[src/rtl/seq_detect_sched.sv]
`timescale 1ns/1ps
// Purpose: round-robin shared shift/compare engine detecting an overlapping serial pattern on LANES independent bit streams.
// Latency: match_valid/match_lane are registered and appear one cycle after the transfer that completes the pattern.
// Backpressure: at most one lane is granted per cycle, and only in RUN without cfg_wr. Ungranted lanes hold their bit until lane_ready.
//
// Ports:
//   clk, rst               rising-edge clock, synchronous active-high reset
//   cfg_en                 1 = scheduler runs, 0 = lanes stalled with history kept
//   cfg_wr, cfg_pattern    strobe that loads a new pattern and clears all lane state
//   lane_valid, lane_bit   per-lane serial input with its valid qualifier
//   lane_ready             one-hot grant. A transfer happens when valid & ready.
//   match_valid/lane       one-cycle match pulse and the index of the lane that matched
//   match_total            saturating count of matches (cleared only by rst)
//   busy                   high while lane state is being cleared
module seq_detect_sched #(
    parameter int                 LANES   = 4,
    parameter int                 PAT_LEN = 4,
    parameter logic [PAT_LEN-1:0] PATTERN = 4'b1011,
    localparam int                LW      = (LANES > 1) ? $clog2(LANES) : 1
) (
    input  logic               clk,
    input  logic               rst,
    input  logic               cfg_en,
    input  logic               cfg_wr,
    input  logic [PAT_LEN-1:0] cfg_pattern,
    input  logic [LANES-1:0]   lane_valid,
    input  logic [LANES-1:0]   lane_bit,
    output logic [LANES-1:0]   lane_ready,
    output logic               match_valid,
    output logic [LW-1:0]      match_lane,
    output logic [15:0]        match_total,
    output logic               busy
);

    localparam int FW = $clog2(PAT_LEN + 1);
    localparam logic [FW-1:0] FILL_FULL = FW'(PAT_LEN);
    localparam logic [LW-1:0] LAST_LANE = LW'(LANES - 1);

    typedef enum logic [1:0] {
        ST_IDLE  = 2'd0,
        ST_RUN   = 2'd1,
        ST_CLEAR = 2'd2
    } state_t;

    state_t               state_q, state_d;
    logic [PAT_LEN-1:0]   pattern_q, pattern_d;
    logic [PAT_LEN-1:0]   hist_q [LANES];
    logic [PAT_LEN-1:0]   hist_d [LANES];
    logic [FW-1:0]        fill_q [LANES];
    logic [FW-1:0]        fill_d [LANES];
    logic [LW-1:0]        rr_ptr_q, rr_ptr_d;
    logic [LW-1:0]        clr_idx_q, clr_idx_d;
    logic                 match_valid_q, match_valid_d;
    logic [LW-1:0]        match_lane_q, match_lane_d;
    logic [15:0]          match_total_q, match_total_d;

    logic                 gnt_found;
    logic [LW-1:0]        gnt_idx;
    int                   scan;
    logic [PAT_LEN-1:0]   new_hist;
    logic [FW-1:0]        new_fill;

    // Round-robin grant: first valid lane at or after rr_ptr, with wrap.
    // cfg_wr suppresses the grant so a pattern reload never races a transfer.
    always_comb begin
        gnt_found  = 1'b0;
        gnt_idx    = '0;
        lane_ready = '0;
        scan       = 0;
        if (state_q == ST_RUN && !cfg_wr) begin
            for (int k = 0; k < LANES; k++) begin
                scan = (int'(rr_ptr_q) + k) % LANES;
                if (!gnt_found && lane_valid[scan]) begin
                    gnt_found = 1'b1;
                    gnt_idx   = LW'(scan);
                end
            end
            if (gnt_found) begin
                lane_ready[gnt_idx] = 1'b1;
            end
        end
    end

    always_comb begin
        state_d       = state_q;
        pattern_d     = pattern_q;
        hist_d        = hist_q;
        fill_d        = fill_q;
        rr_ptr_d      = rr_ptr_q;
        clr_idx_d     = clr_idx_q;
        match_valid_d = 1'b0;
        match_lane_d  = match_lane_q;
        match_total_d = match_total_q;
        new_hist      = '0;
        new_fill      = '0;

        case (state_q)
            ST_IDLE: begin
                if (cfg_en) begin
                    state_d = ST_RUN;
                end
            end
            ST_RUN: begin
                // A transfer completes even when cfg_en drops in the same cycle.
                if (gnt_found) begin
                    new_hist = {hist_q[gnt_idx][PAT_LEN-2:0], lane_bit[gnt_idx]};
                    new_fill = (fill_q[gnt_idx] == FILL_FULL) ? FILL_FULL
                                                              : fill_q[gnt_idx] + 1'b1;
                    hist_d[gnt_idx] = new_hist;
                    fill_d[gnt_idx] = new_fill;
                    rr_ptr_d = (gnt_idx == LAST_LANE) ? '0 : gnt_idx + 1'b1;
                    // The fill count stops a short history padded with reset zeros
                    // from matching a pattern whose leading bits are zero.
                    if (new_hist == pattern_q && new_fill == FILL_FULL) begin
                        match_valid_d = 1'b1;
                        match_lane_d  = gnt_idx;
                        if (match_total_q != 16'hFFFF) begin
                            match_total_d = match_total_q + 16'd1;
                        end
                    end
                end
                if (!cfg_en) begin
                    state_d = ST_IDLE;
                end
            end
            ST_CLEAR: begin
                hist_d[clr_idx_q] = '0;
                fill_d[clr_idx_q] = '0;
                if (clr_idx_q == LAST_LANE) begin
                    clr_idx_d = '0;
                    state_d   = cfg_en ? ST_RUN : ST_IDLE;
                end else begin
                    clr_idx_d = clr_idx_q + 1'b1;
                end
            end
            default: begin
                state_d = ST_IDLE;
            end
        endcase

        // A reload overrides every state and restarts the clear sweep from lane 0.
        if (cfg_wr) begin
            state_d   = ST_CLEAR;
            pattern_d = cfg_pattern;
            clr_idx_d = '0;
            hist_d    = hist_q;
            fill_d    = fill_q;
            if (state_q == ST_RUN && gnt_found) begin
                hist_d[gnt_idx] = new_hist;
                fill_d[gnt_idx] = new_fill;
            end
        end
    end

    always_ff @(posedge clk) begin
        if (rst) begin
            state_q       <= ST_IDLE;
            pattern_q     <= PATTERN;
            for (int i = 0; i < LANES; i++) begin
                hist_q[i] <= '0;
                fill_q[i] <= '0;
            end
            rr_ptr_q      <= '0;
            clr_idx_q     <= '0;
            match_valid_q <= 1'b0;
            match_lane_q  <= '0;
            match_total_q <= '0;
        end else begin
            state_q       <= state_d;
            pattern_q     <= pattern_d;
            for (int i = 0; i < LANES; i++) begin
                hist_q[i] <= hist_d[i];
                fill_q[i] <= fill_d[i];
            end
            rr_ptr_q      <= rr_ptr_d;
            clr_idx_q     <= clr_idx_d;
            match_valid_q <= match_valid_d;
            match_lane_q  <= match_lane_d;
            match_total_q <= match_total_d;
        end
    end

    assign match_valid = match_valid_q;
    assign match_lane  = match_lane_q;
    assign match_total = match_total_q;
    assign busy        = (state_q == ST_CLEAR);

endmodule

[config.mk]
export PLATFORM = sky130hd
export DESIGN_NAME = seq_detect_sched
export DESIGN_NICKNAME = d
export VERILOG_FILES = /design/src/rtl/seq_detect_sched.sv
export SDC_FILE = /design/constraint.sdc
export NUM_CORES = 1
export LEC_CHECK = 0
export BUFFER_PORTS_ARGS = -buffer_cell sky130_fd_sc_hd__clkbuf_2
export CORE_UTILIZATION = 30
export DETAILED_ROUTE_END_ITERATION = 8
export PLACE_DENSITY_LB_ADDON = 0.08
export SYNTH_ARGS = -nofsm -noshare
export SYNTH_HDL_FRONTEND = slang
export SYNTH_SLANG_ARGS = --single-unit
[constraint.sdc]
create_clock -name clk -period 7.25 [get_ports clk]
set_clock_uncertainty 0.05 [all_clocks]
set_input_delay 0.725 -clock clk [delete_from_list [all_inputs] [get_ports clk]]
set_output_delay 0.725 -clock clk [all_outputs]
set_load 0.02 [all_outputs]
# After elaboration in Yosys (flattened, before gate mapping)
# Cells that the tools add are included.
# op_classes
n_mux,72
n_lt_le_gt_ge,11
div_mod_pow,0
eq_ne,16
reduce_logical,26
bitwise,11
shift,0
add_sub_neg,7
n_mul,0
# op_table
operator,n
$mux 16,3
$mux 12,3
$bwmux 16,2
$pmux 16 s2,1
$mux 3,9
$bwmux 12,2
$mux 2,12
$mux 4,6
$pmux 12 s2,1
$mux 1,20
$add 16x1->16 const B,1
$and 16x16->16,1
$demux 4 s2,2
$ne 16x16->1 const B,1
$not 16->16,1
$and 12x12->12,1
$demux 3 s2,2
$lt 3x4->1 const B,3
$not 12->12,1
$reduce_and 3->1,4
$bmux 1 s2,5
$logic_and 1x1->1,9
$lt 2x3->1 const B,3
$ne 3x3->1 const B,3
27 further kinds,47
# word_totals
elab_cells,159
inputBits,16
latchBits,0
ram_bits,0
memories,0
mem_bits_ro,0
output_inout_bits,24
reg_bits,57

# Logic depth before layout (Yosys ltp)
# depth
depth_word,29
ltp_mapped,15
depth_no_buf,12

# Least setup slack after synthesis
# OpenSTA, ideal clock, no wires.
# synth_timing
path_type,in2reg
startpoint,input port cfg_wr
endpoint,register match_total_q[10] (netlist: match_total[10])
t_arrival_ns,3.496
setup_slack_ns,3.583
path_buffers,3
path_stages,15
required_ns,7.079
setup_time_ns,0.121
path_cell_list,buf_2 > nor3b_2 > nand3b_1 > nor3_2 > inv_2 > buf_4 > nor3_1 > a211o_1 > inv_1 > ha_1 > and4bb_2 > nand4b_4 > buf_6 > nor4_1 > mux2_2
# synth_between
elab_chain_len,12
word_cells_on_any_way,20
classes_between,add/sub (1); eq/ne (3); mux (11); bitwise (1); reduce/logical (4)
# synth_lines
element,line,source
start: declaration,24,"input logic cfg_wr,"
$logic_not 1->1 *,70,if (state_q == ST_RUN && !cfg_wr) begin
$logic_and 1x1->1 *,70,
$mux 2,70,
$not 2->3 (not written as such),"106, 107, 108",
$bmux 3 s2,"107, 108",
$mux 3 (not written as such) (2 in a row),"107, 108",
$add 3x1->3 or $eq 3x3->1 (tied branches),"108, 107",
$mux 3,107,new_fill = (fill_q[gnt_idx] == FILL_FULL) ? FILL_FULL
$eq 3x3->1,114,if (new_hist == pattern_q && new_fill == FILL_FULL) begin
$logic_and 1x1->1,114,
$reduce_and 4->1 (no line) *,-,
end signal: assignment,179,match_total_q <= match_total_d;
end: declaration,55,"logic [15:0] match_total_q, match_total_d;"
# Mark *: on every way between the ends. The rest lies on a longest branch, timed or not. The select of a mux whose other input is x is not followed.
# A chain may end at the register's enable or synchronous reset.

# Final worst setup path
# layout_timing
startpoint,input port cfg_wr
endpoint,register match_total_q[13] (netlist: match_total[13])
# Same word-level chain as after synthesis.

==> flow_summary.ini <==
[pwr]
p_comb_share_pct = 8.7
total_power_mw = 0.588
peakVddDrop_mv = 0.113
switching_share_pct = 23.8
leakage_nw = 1.29
clockPowerShare_pct = 40.8
p_switching_mw = 0.140
p_seq_share_pct = 50.5
p_per_area_mw_per_mm2 = 174
power.internal_mw = 0.448

[placement]
dp_hpwl_um = 5890
post-place-ws_ns = 2.47
dp_cells = 494
portBuffers = 39
place_congestion = 0.764

[worst_hold_path]
min_path_type = register to register
min-delay-start = fill_q[10]

[critical_path]
cp-end-kind = register
start_kind = input port
cp.required_ns = 7.41
cpPeakStageDelay_ns = 0.61
crit_family = simple AND/OR/NAND/NOR gates
critPathMaxFanout = 22
crit_type = input port to register
startpoint = cfg_wr
slowest_stage = nor3_2
path_buf_inv = 3
path_cells = clkbuf_2, nor3b_2, nand3b_1, nor3_2, inv_2, nor3_1, a211o_1, inv_1, ha_1, and4bb_2, nand4b_4, nor4_1, mux2_2
r2r-start = state_q[0]
cp.arrival_ns = 4.68

[sta]
setup_ws_ns = 2.74
final_hold_viol_count = 0
relSlewSlack_pct = 44.2
worstMarginPinSlew_ns = 0.830
setup_tns_ns = 0
fin_crit_ns = 4.51
rsz0062_at_grt = no
slew_violations = 0
finalCritPeriodShare_pct = 62.2
setup_violations = 0
timing.fmax_mhz = 222

[synth]
yosysTopAreaCell = dfxtp_1
async_flop_share_pct = 0
synth-seq-area-share_pct = 35.9
synth-main-ff-cell = dfxtp_1
ys_seq_elements = 53
syn_inst = 342
syn_avg_cell_area_um2 = 8.63
synth_top_cells_by_area = dfxtp_1 36%, nor2_1 7.4%, mux2_2 4.2%
syn-num-nets = 366
netlist_area_mm2 = 0.00295
synth_edf_count = 0
yosysWarnings = 0
yosysTopAreaCellShare_pct = 35.9
synth_cell_types = 61

[clock_tree]
cts.sinks = 53
cts_setup_buffers = 0
cts_resized = 0
cts.path.max_buffers = 2
hold_buffers = 0
clkTransAtPathRegs_ns = 0.11
clock_latency_ns = 0.31
cts_made_buffers = 5
cts_tree = yes
root_buffer = clkbuf_8
h-tree-depth = 2

[layout]
fin_cells = 502
layout_commonest_cell = nor2_1
nets = 396
syn2layout_area_growth_pct = 14.2
n_antenna_cell = 0
fill_cells = 1015
final_cell_mix = 58 x nor2_1, 53 x dfxtp_1, 39 x clkbuf_2, 21 x nor3_1, 18 x nand2_1
drive_gt1_share_pct = 22.0

[floorplanning]
fp.coreArea_mm2 = 0.00937
start_util_pct = 31.5
die_x_um = 101
num_rows = 35
die_y_um = 101
dieArea_mm2 = 0.0102
io_pins = 40

[drt]
first_iter_violations = 114
vias = 2652
routed_wl_um = 8310
ant_nets = 0
first_pass_iters = 4
wire_per_inst_um = 16.6
remaining_drc_errors = 0
vias_per_cell = 5.28

[global_routing]
grt_overflow_total = 0
grt_pass1_vias = 2504
antenna_found_initial = 0
grt_usage_pct = 17.0
grt_max_degree = 63
grt_pass1_wl_um = 13500

[outcome]
status = complete, no violations

[job]
cap_violations = 0
==> metrics by stage <==
step / util (%) / hold slack (ns) / instance area (um^2)
floorplan: - / 0.383 / 2950
global placement: 34.5 / 0.410 / 3240
detailed placement: 34.5 / 0.409 / 3240
CTS: 36.0 / 0.423 / 3370
global route: 36.0 / 0.469 / 3370
finish: 36.0 / 0.422 / 3370
==> cells by family (layout without fill, tap and decap cells) <==
logic type | Yosys count | count (layout) | synth area share [%]
XOR/XNOR | 3 | 3 | 1.40
AND/OR/NAND/NOR | 157 | 157 | 28.0
flip-flops | 53 | 53 | 35.9
adder cells (fa/ha/maj) | 8 | 8 | 3.39
multiplexers | 20 | 20 | 7.29
AO/OA/AOI/OAI | 72 | 72 | 19.3
buffers and inverters | 29 | 60 | 4.62
==> sequential cells by signal, indices dropped and copies added (netlist names) <==
register     cells
state_q          2
match_lane       2
hist_q          12
match_valid      1
clr_idx_q        2
rr_ptr_q         2
pattern_q        4
match_total     16
fill_q          12
==> Yosys cell counts, types with 5 or more instances <==
cell type and n:
nor2_1 58, dfxtp_1 53, nor3_1 22, nand2_1 18, nor2b_1 15, a21oi_1 14
a32oi_1 13, mux2_2 11, a22oi_1 10, clkbuf_1 10, ha_1 8, mux2i_1 8
inv_1 7, nand3_1 6, nor4_1 6, and3_1 5, nand4_1 5
==> routing by layer <==
metal  wire length (um)  track usage [%]  vias up
met2               3590             25.5       60
met1               4190             25.2     1265
met3                406             2.48        9
li1                   -                -     1318
met4                116             4.91        0
met5                  0                0        -
==> cell type report <==
class / instances / area (um^2) / share of cell area [%]
Multi-Input combinational cell: 260 / 1760 / 52.2
Sequential cell: 53 / 1060 / 31.5
Timing Repair Buffer: 42 / 218 / 6.46
Tap cell: 129 / 161 / 4.79
Clock buffer: 5 / 68.8 / 2.04
Clock inverter: 3 / 65.1 / 1.93
Inverter: 10 / 37.5 / 1.11
==> power groups by stage <==
stage / clock network (mW) / registers (mW) / logic (mW)
floorplan: 0 / 0.302 / 0.0365
global placement: 0 / 0.304 / 0.0513
detailed placement: 0 / 0.304 / 0.0514
CTS: 0.249 / 0.297 / 0.0516
global route: 0.259 / 0.297 / 0.0568
finish: 0.240 / 0.297 / 0.0512
==> tightest hold or removal path: cells and delay by family, from the launching register on <==
kind / cells / cell delay [ns]
DFF: 1 / 0.33
and+or+nand+nor: 1 / 0.06
AOI/OAI and AO/OA: 1 / 0.05
==> worst paths after layout <==
| check | to | slack (ns) | depth (start not counted) |
|---|---|---|---|
| min | fill_q[10] | 0.42 | 2 |
| min reg2reg | fill_q[10] | 0.42 | 2 |
| max reg2reg | match_total[13] | 3.15 | 12 |
| max | match_total[13] | 2.74 | 13 |
Note: power is estimated with default switching activity, not from simulation.
